<file path="src/rtl/bird_motion_ctrl.sv">
// Flappy-bird motion controller: start/rise/fall/stop/draw sequencing plus the
// per-frame velocity/position update, with a draw handshake after every move.
//
// state     | meaning
// S_START   | waiting for the first flap
// S_RISING  | alive, velocity > 0, waiting for frame_tick
// S_FALLING | alive, velocity <= 0, waiting for frame_tick
// S_STOP    | dead, waiting for a flap to restart
// S_DRAW    | draw_req high until draw_done, then go to after_draw
module bird_motion_ctrl #(
  parameter int Y_W      = 7,
  parameter int V_W      = 5,
  parameter int Y_TOP    = 0,
  parameter int Y_BOTTOM = 112,
  parameter int Y_START  = 56,
  parameter int FLAP_V   = 6,
  parameter int GRAVITY  = 1,
  parameter int V_MAX    = 8
) (
  input  logic                  clk,
  input  logic                  reset,
  input  logic                  frame_tick,
  input  logic                  flap,
  input  logic                  touched,
  input  logic                  draw_done,
  output logic                  draw_req,
  output logic [Y_W-1:0]        bird_y,
  output logic signed [V_W-1:0] velocity,
  output logic [2:0]            state,
  output logic                  dead
);

  typedef enum logic [2:0] {
    S_START   = 3'd0,
    S_RISING  = 3'd1,
    S_FALLING = 3'd2,
    S_STOP    = 3'd3,
    S_DRAW    = 3'd4
  } state_e;

  localparam int YW2 = Y_W + 2;
  localparam int VW2 = V_W + 2;
  localparam logic signed [YW2-1:0] Y_TOP_S = YW2'(Y_TOP);
  localparam logic signed [YW2-1:0] Y_BOT_S = YW2'(Y_BOTTOM);
  localparam logic signed [VW2-1:0] V_FLOOR = -(VW2'(V_MAX));
  localparam logic signed [VW2-1:0] GRAV_S  = VW2'(GRAVITY);
  localparam logic signed [V_W-1:0] V_FLAP  = V_W'(FLAP_V);
  localparam logic [Y_W-1:0]        Y_RST   = Y_W'(Y_START);

  state_e                state_q, state_d, after_q, after_d;
  logic [Y_W-1:0]        y_q, y_d;
  logic signed [V_W-1:0] v_q, v_d;
  logic                  fp_q, fp_d;

  logic                  flap_any;
  logic signed [V_W-1:0] v_sel, v_new;
  logic signed [YW2-1:0] y_n;
  logic signed [VW2-1:0] v_dec, v_sat;

  // Physics datapath, widened so neither the position nor the velocity wraps.
  always_comb begin
    flap_any = flap | fp_q;
    v_sel    = flap_any ? V_FLAP : v_q;
    y_n      = $signed({2'b00, y_q}) - YW2'(v_sel);
    v_dec    = VW2'(v_sel) - GRAV_S;
    v_sat    = (v_dec < V_FLOOR) ? V_FLOOR : v_dec;
    v_new    = flap_any ? V_FLAP : V_W'(v_sat);
  end

  always_comb begin
    state_d = state_q;
    after_d = after_q;
    y_d     = y_q;
    v_d     = v_q;
    fp_d    = fp_q | flap;
    case (state_q)
      S_START: begin
        if (flap_any) begin
          v_d     = V_FLAP;
          after_d = S_RISING;
          state_d = S_DRAW;
          fp_d    = 1'b0;
        end
      end
      S_RISING, S_FALLING: begin
        if (frame_tick) begin
          state_d = S_DRAW;
          if (touched) begin
            after_d = S_STOP;
          end else begin
            fp_d = 1'b0;
            if (y_n <= Y_TOP_S) begin
              y_d     = Y_W'(Y_TOP);
              v_d     = '0;
              after_d = S_FALLING;
            end else if (y_n >= Y_BOT_S) begin
              y_d     = Y_W'(Y_BOTTOM);
              v_d     = '0;
              after_d = S_STOP;
            end else begin
              y_d     = Y_W'(y_n);
              v_d     = v_new;
              after_d = (v_new > 0) ? S_RISING : S_FALLING;
            end
          end
        end
      end
      S_STOP: begin
        if (flap_any) begin
          y_d     = Y_RST;
          v_d     = '0;
          after_d = S_START;
          state_d = S_DRAW;
          fp_d    = 1'b0;
        end
      end
      S_DRAW: begin
        if (draw_done) state_d = after_q;
      end
      default: state_d = S_START;
    endcase
  end

  always_ff @(posedge clk or posedge reset) begin
    if (reset) begin
      state_q <= S_START;
      after_q <= S_START;
      y_q     <= Y_RST;
      v_q     <= '0;
      fp_q    <= 1'b0;
    end else begin
      state_q <= state_d;
      after_q <= after_d;
      y_q     <= y_d;
      v_q     <= v_d;
      fp_q    <= fp_d;
    end
  end

  assign state    = state_q;
  assign bird_y   = y_q;
  assign velocity = v_q;
  assign draw_req = (state_q == S_DRAW);
  assign dead     = (state_q == S_STOP);

endmodule

</file>
<file path="config.mk">
export PLATFORM = sky130hd
export DESIGN_NAME = bird_motion_ctrl
export DESIGN_NICKNAME = d
export VERILOG_FILES = /design/src/rtl/bird_motion_ctrl.sv
export SDC_FILE = /design/constraint.sdc
export NUM_CORES = 1
export LEC_CHECK = 0
export ABC_AREA = 1
export CAP_MARGIN = 15
export CORE_AREA = 5 5 71 73
export DETAILED_ROUTE_END_ITERATION = 8
export DIE_AREA = 0 0 76 78
export DONT_BUFFER_PORTS = 1
export PLACE_DENSITY_LB_ADDON = 0.05
export SLEW_MARGIN = 20
export SYNTH_ARGS = -nofsm -noshare
export SYNTH_HDL_FRONTEND = slang
export SYNTH_SLANG_ARGS = --single-unit
</file>
<file path="constraint.sdc">
create_clock -name clk -period 5.5 [get_ports clk]
set_input_delay 0.275 -clock clk [delete_from_list [all_inputs] [get_ports clk]]
set_output_delay 0.275 -clock clk [all_outputs]
set_load 0.02 [all_outputs]
</file>
==> results of run 1 <==
[power by group]
part	internal, mW	total, mW	switching [mW]
sequential	0.201	0.324	0.123
clock	0.0638	0.114	0.0499
combinational	0.250	0.790	0.540
[state kept, by name (all words and copies together), names as in the netlist]
signal and cells:
bird_y 7, velocity 5, state 3, after_q 2, fp_q 1
[layout by cell type (no fill, tap or decap), types with 3 or more instances in the layout]
| master | count |
|---|---|
| sky130_fd_sc_hd__nand2_1 | 48 |
| sky130_fd_sc_hd__inv_1 | 42 |
| sky130_fd_sc_hd__nor2_1 | 32 |
| sky130_fd_sc_hd__dfrtp_1 | 15 |
| sky130_fd_sc_hd__a21oi_1 | 14 |
| sky130_fd_sc_hd__nand3_1 | 10 |
| sky130_fd_sc_hd__nand4_1 | 10 |
| sky130_fd_sc_hd__ha_1 | 8 |
| sky130_fd_sc_hd__o21ai_0 | 7 |
| sky130_fd_sc_hd__nand2_2 | 6 |
| sky130_fd_sc_hd__nand2_4 | 4 |
| sky130_fd_sc_hd__nand3_2 | 4 |
| sky130_fd_sc_hd__clkbuf_8 | 4 |
| sky130_fd_sc_hd__nor3_1 | 3 |
| sky130_fd_sc_hd__o22ai_1 | 3 |
| sky130_fd_sc_hd__or2_2 | 3 |
| sky130_fd_sc_hd__a21boi_1 | 3 |
| sky130_fd_sc_hd__dfstp_2 | 3 |
[final cells by class]
cell class                      count  area share [%]
Clock buffer                        4            3.15
Inverter                           44            9.44
Multi-Input combinational cell    175            57.7
Sequential cell                    18            26.0
Tap cell                           52            3.72
[logic make-up after synthesis]
group,Yosys count
adder cells (fa/ha/maj),8
XOR/XNOR,1
AND/OR/NAND/NOR,131
buffers and inverters,45
AO/OA/AOI/OAI,35
flip-flops,18
[how the worst max path moves through the flow]
stage	startpoint	end	cells past startpoint
after floorplan	fp_q	after_q[0]	18
after global placement	fp_q	velocity[4]	18
after detailed placement	fp_q	velocity[4]	18
after CTS	fp_q	velocity[4]	18
after global routing	fp_q	velocity[4]	18
final	fp_q	velocity[4]	18
[routing by layer]
metal / routed length [um] / share of wire (%)
met2: 2090 / 49
met3: 171 / 4.0
met1: 1950 / 46
met4: 68 / 1.6
met5: 0 / 0
[through the flow]
stage,utilization [%],cells,setup WS (ns),total power [mW]
after global routing,40.7,293,2.25,1.37
after global placement,39.5,289,2.64,1.13
final,40.7,293,2.63,1.23
after detailed placement,39.5,289,2.65,1.12
after floorplan,-,238,3.10,0.965
after CTS,40.7,293,2.61,1.24
==> run_results.csv, run 1 <==
group,metric,value,unit
die,floorplan.io_pins,23,
clock_network,cts_resized,0,
yosys,yosys_register_bits,18,
yosys,synth.top_cell.area_share,22.9,%
global_routing,number_of_global_route_vias_before_repair,1598,
layout,final_net_count,256,
global_routing,grt.overflow.total,0,
worst_setup_path,critical_path_peak_fanout,13,
worst_setup_path,worst_path_most_repeated_cell,"sky130_fd_sc_hd__nand2_1",
global_routing,wire_length_of_the_first_global_routing_pass,7470,um
worst_setup_path,timing.critical_path.cells,"nor2_8, inv_1, nor2_1, inv_1, ha_1, nand4_1, nand2_1, a21oi_1, nand2_1, nand2_1, nand2_1, nand2_1, nand2_2, nand2_1, nand2_1, nor2_1, nor2_1, nor2_1",
layout,drive_gt1_share,14.5,%
yosys,largest_family_of_logic_cells_by_synthesized_area,"simple AND/OR/NAND/NOR gates",
yosys,yosys.cell_count.top_type,"sky130_fd_sc_hd__nand2_1",
sta,maxSlewHeadroom,52.0,%
yosys,synth_enable_flop_cells,0,
global_routing,met2_usage,27.7,%
yosys,synth-adder-area-share,6.10,%
sta,worst_pin_slew,0.719,ns
sta,final_max_slew_viol_count,0,
routing,dr.first_iter.drc_count,46,
worst_setup_path,end_kind,"flip-flop",
layout,n_antenna_cell,0,
layout,multi_input_combinational_cell_area,0.00101,mm2
routing,route.antenna.remaining_nets,0,
routing,vias,1489,
yosys,synth.area.top_cells,"sky130_fd_sc_hd__dfrtp_1 (23%), sky130_fd_sc_hd__nand2_1 (11%), sky130_fd_sc_hd__inv_1 (9.6%), sky130_fd_sc_hd__nor2_1 (7.3%), sky130_fd_sc_hd__ha_1 (6.1%)",
global_routing,groute.layer.met1.usage,18.3,%
worst_setup_path,crit_path_slowest_cell,"sky130_fd_sc_hd__dfrtp_1",
clock_network,cts-hold-fix-buffers,0,
clock_network,clk_latency,0.26,ns
worst_setup_path,startpoint_type,"flip-flop",
sta,final_period_minus_worst_setup_slack,2.87,ns
routing,via_per_inst,5.08,
yosys,mean_area_per_synthesized_cell,6.89,um2
yosys,synth-async-reset-ratio,100,%
yosys,nets_in_the_synthesized_netlist,252,
global_routing,use_met3,2.78,%
worst_setup_path,regToRegEndpoint,"velocity[4]",
clock_network,clock_path_buffers,2,
die,num_rows,24,
status,status,"completed",
yosys,synth_common_cells,"sky130_fd_sc_hd__nand2_1 (48), sky130_fd_sc_hd__inv_1 (42), sky130_fd_sc_hd__nor2_1 (32)",
clock_network,cts_tree,"done",
sta,final.period_utilization,52.2,%
die,die_x,76,um
clock_network,cts_post_setup_buffers_inserted,0,
run,maxCapViolCount,0,
worst_setup_path,worst_r2r_path_depth,18,
global_routing,grt-busiest-layer,"met2",
routing,post_dr_wirelength_cell,14.6,um
sta,totalNegativeSetupSlack,0,ns
worst_setup_path,r2r_start,"fp_q",
power_and_ir_drop,power.static_leakage,0.879,nW
die,initial_utilization,38.2,%
global_routing,gr-usage-all-layers,15.5,%
sta,worst_hold_slack,0.0115,ns
sta,report.final.setup_viol,0,
routing,wl,4280,um
global_routing,grt_antenna_before_repair,0,
yosys,synth_area_in_compound_gates,12.6,%
worst_setup_path,crit_family,"simple AND/OR/NAND/NOR gates",
clock_network,root_buffer,"sky130_fd_sc_hd__clkbuf_8",
yosys,sequential_area_share_after_synthesis,27.7,%
placement,half_perimeter_wire_length_after_placement,3420,um
die,die_height,78,um
clock_network,cts_inserted_buffers,3,
layout,area.sequential,454,um2
routing,drtPass1Iterations,4,
layout,flow.area_growth_from_synthesis,6.64,%
yosys,synthesis.yosys.warnings,0,
placement,place.gp.congestion,0.793,
yosys,netlist-cell-type-count,33,
worst_setup_path,cp.buffers_inverters,2,
worst_setup_path,worst_path_required,5.70,ns
clock_network,cts_htree_levels,1,
sta,number_of_hold_violations_in_the_final_report,0,
yosys,muxShareOfSynthArea,0,%
yosys,ys_dominant_reg_cell,"sky130_fd_sc_hd__dfrtp_1",
worst_setup_path,worstSetupPathType,"flip-flop to flip-flop",
yosys,synth-simple-area-share,41.9,%
die,coreArea,0.00429,mm2
power_and_ir_drop,vdd.ir_drop.worst,257,uV
placement,place_area,0.00169,mm2
placement,place.port_buffers,0,
sta,setup_repair_after_global_routing_missed_its_margin,"no",
layout,postLayoutCellArea,0.00175,mm2
yosys,synth.largest_area_cell,"sky130_fd_sc_hd__dfrtp_1",
global_routing,grt_start_max_net_pins,19,
worst_setup_path,r2r_slack,2.63,ns
worst_setup_path,worstPathArrival,3.07,ns
yosys,syn_area,0.00164,mm2
die,die-area,0.00593,mm2
routing,route.detailed.drc,0,
clock_network,clk_pin_slew_worst_paths,0.08,ns
worst_setup_path,worst_path_largest_cell_delay,0.43,ns
clock_network,cts.sink_count,18,
min_path,worstHoldPathType,"input pin to asynchronous set/reset pin",
sta,fin_skew,0.00398,ns
layout,fillerInstances,460,
yosys,post_synth_xor_area_fraction,0.992,%
yosys,postSynthCellCount,238,
sta,max_freq,0.348,GHz
power_and_ir_drop,power_density_over_cell_area,702,mW/mm2
(Power assumes the default switching activity.)
==> run 2: changes to the inputs <==
==> constraint.sdc (replaced) <==
create_clock -name clk -period 2.7 [get_ports clk]
set_input_delay 0.135 -clock clk [delete_from_list [all_inputs] [get_ports clk]]
set_output_delay 0.135 -clock clk [all_outputs]
set_load 0.02 [all_outputs]
==> run_results.csv, run 2 (synthesis gave the netlist of run 1 again) <==
group,metric,value,unit
status,status,"completed",
worst_setup_path,worstPathArrival,2.56,ns
placement,half_perimeter_wire_length_after_placement,3450,um
layout,multi_input_combinational_cell_area,0.00102,mm2
clock_network,root_buffer,"sky130_fd_sc_hd__clkbuf_8",
routing,vias,1521,
clock_network,clock_path_buffers,2,
sta,final.period_utilization,89.9,%
routing,route.antenna.remaining_nets,0,
sta,totalNegativeSetupSlack,0,ns
run,maxCapViolCount,0,
power_and_ir_drop,vdd.ir_drop.worst,578,uV
sta,final_period_minus_worst_setup_slack,2.43,ns
routing,route.detailed.drc,0,
worst_setup_path,crit_path_slowest_cell,"sky130_fd_sc_hd__dfrtp_1",
clock_network,clk_pin_slew_worst_paths,0.07,ns
worst_setup_path,worst_path_required,2.83,ns
worst_setup_path,startpoint_type,"flip-flop",
clock_network,clk_latency,0.25,ns
power_and_ir_drop,power_density_over_cell_area,1400,mW/mm2
worst_setup_path,crit_start,"fp_q",
die,initial_utilization,38.2,%
sta,fin_skew,0.00339,ns
global_routing,wire_length_of_the_first_global_routing_pass,7140,um
sta,max_freq,0.412,GHz
layout,final_net_count,269,
die,coreArea,0.00429,mm2
clock_network,cts_inserted_buffers,3,
placement,place.port_buffers,0,
sta,report.final.setup_viol,0,
global_routing,grt.overflow.total,0,
min_path,worstHoldPathType,"input pin to flip-flop",
clock_network,cts_htree_levels,1,
worst_setup_path,worst_path_largest_cell_delay,0.43,ns
layout,instances_no_fill,306,
min_path,startpoint_of_the_tightest_hold_check_path,"touched",
layout,largest_reg_flops,7,
die,die_height,78,um
layout,n_antenna_cell,0,
die,die_x,76,um
layout,most-common-layout-cells,"sky130_fd_sc_hd__nand2_1 (48), sky130_fd_sc_hd__inv_1 (42), sky130_fd_sc_hd__nor2_1 (30)",
worst_setup_path,worstSetupPathType,"flip-flop to flip-flop",
die,num_rows,24,
routing,drtPass1Iterations,6,
sta,number_of_hold_violations_in_the_final_report,0,
placement,placed_cells_incl_taps,300,
worst_setup_path,timing.critical_path.cells,"nor2_8, buf_4, nand2_2, nand2_1, nand2_1, inv_1, ha_1, inv_1, nand2_2, xor2_2, inv_2, nor2_2, nand3_1, nor2_2, nand3_4, nand4_1, o22ai_1",
power_and_ir_drop,power.static_leakage,0.943,nW
routing,via_per_inst,4.97,
clock_network,cts.sink_count,18,
worst_setup_path,critical_path_peak_fanout,9,
sta,worst_pin_slew,0.730,ns
layout,final_common_cell,"sky130_fd_sc_hd__nand2_1",
layout,fillerInstances,470,
worst_setup_path,worst_r2r_path_depth,17,
layout,flow.area_growth_from_synthesis,13.7,%
routing,wl,4200,um
die,die-area,0.00593,mm2
worst_setup_path,r2r_start,"fp_q",
global_routing,gr-usage-all-layers,14.6,%
sta,final_max_slew_viol_count,0,
routing,dr.first_iter.drc_count,57,
layout,drive_gt1_share,19.3,%
worst_setup_path,end_kind,"flip-flop",
min_path,hold_path_depth,2,
layout,area.sequential,454,um2
die,floorplan.io_pins,23,
sta,setup_repair_after_global_routing_missed_its_margin,"no",
global_routing,number_of_global_route_vias_before_repair,1534,
global_routing,grt_antenna_before_repair,0,
global_routing,grt_start_max_net_pins,19,
placement,place.gp.congestion,0.859,
sta,maxSlewHeadroom,51.3,%
routing,post_dr_wirelength_cell,13.7,um
clock_network,cts_tree,"done",
==> run 2: worst paths after layout <==
kind                                    end  slack, ns
worst max-delay path              bird_y[2]       0.27
worst min-delay path                   fp_q       0.09
worst max register to register    bird_y[2]       0.27
worst min register to register   after_q[1]       0.51
max in group asynchronous         bird_y[6]       1.79
min in group asynchronous       velocity[0]       0.45
==> run 2: cell type report <==
| type | count | area share [%] |
|---|---|---|
| Clock buffer | 4 | 2.95 |
| Tap cell | 52 | 3.49 |
| Sequential cell | 18 | 24.3 |
| Timing Repair Buffer | 13 | 5.50 |
| Multi-Input combinational cell | 175 | 54.9 |
| Inverter | 44 | 8.85 |
==> run 2: through the flow <==
step                util (%)  setup slack (ns)  hold slack (ns)  cell area (um2)  power [mW]
CTS                     43.1             0.195           0.0779             1850        2.60
global placement        41.4             0.185            0.194             1780        2.38
detailed placement      41.4             0.206            0.192             1780        2.37
finish                  43.4             0.273           0.0926             1870        2.61
global route            43.4            0.0118           0.0876             1870        2.87
floorplan                  -             0.302           0.0714             1640        1.97
==> run 2: critical path, delay by kind of cell, from the launching register on <==
kind	cells	cell delay, ns
compound gates	1	0.09
buf+inv	4	0.36
xor+xnor	1	0.21
fa+ha+maj	1	0.13
flops	1	0.43
simple gates	10	1.08
==> run 2: what timing repair did <==
| action | CTS | global route |
|---|---|---|
| hold buffers | 2 | 0 |
| buffers inserted | 0 | 0 |
| hold endpoints to repair | 16 | 0 |
| resized for setup | 0 | 4 |
| setup endpoints to repair | 0 | 8 |
==> run 2: per-layer routing <==
metal  track usage [%]  vias to the layer above  part of all wire, %
li1                  -                      802                    -
met1              18.9                      684                   46
met2              23.5                       27                   47
met3              3.24                        8                  4.3
met4              5.87                        0                  2.0
met5                 0                        -                    0
==> run 2: power by group <==
group	leakage [nW]	switching [mW]	internal, mW
Sequential	0.214	0.198	0.410
Combinational	0.700	1.18	0.594
Clock	0.0288	0.0946	0.130
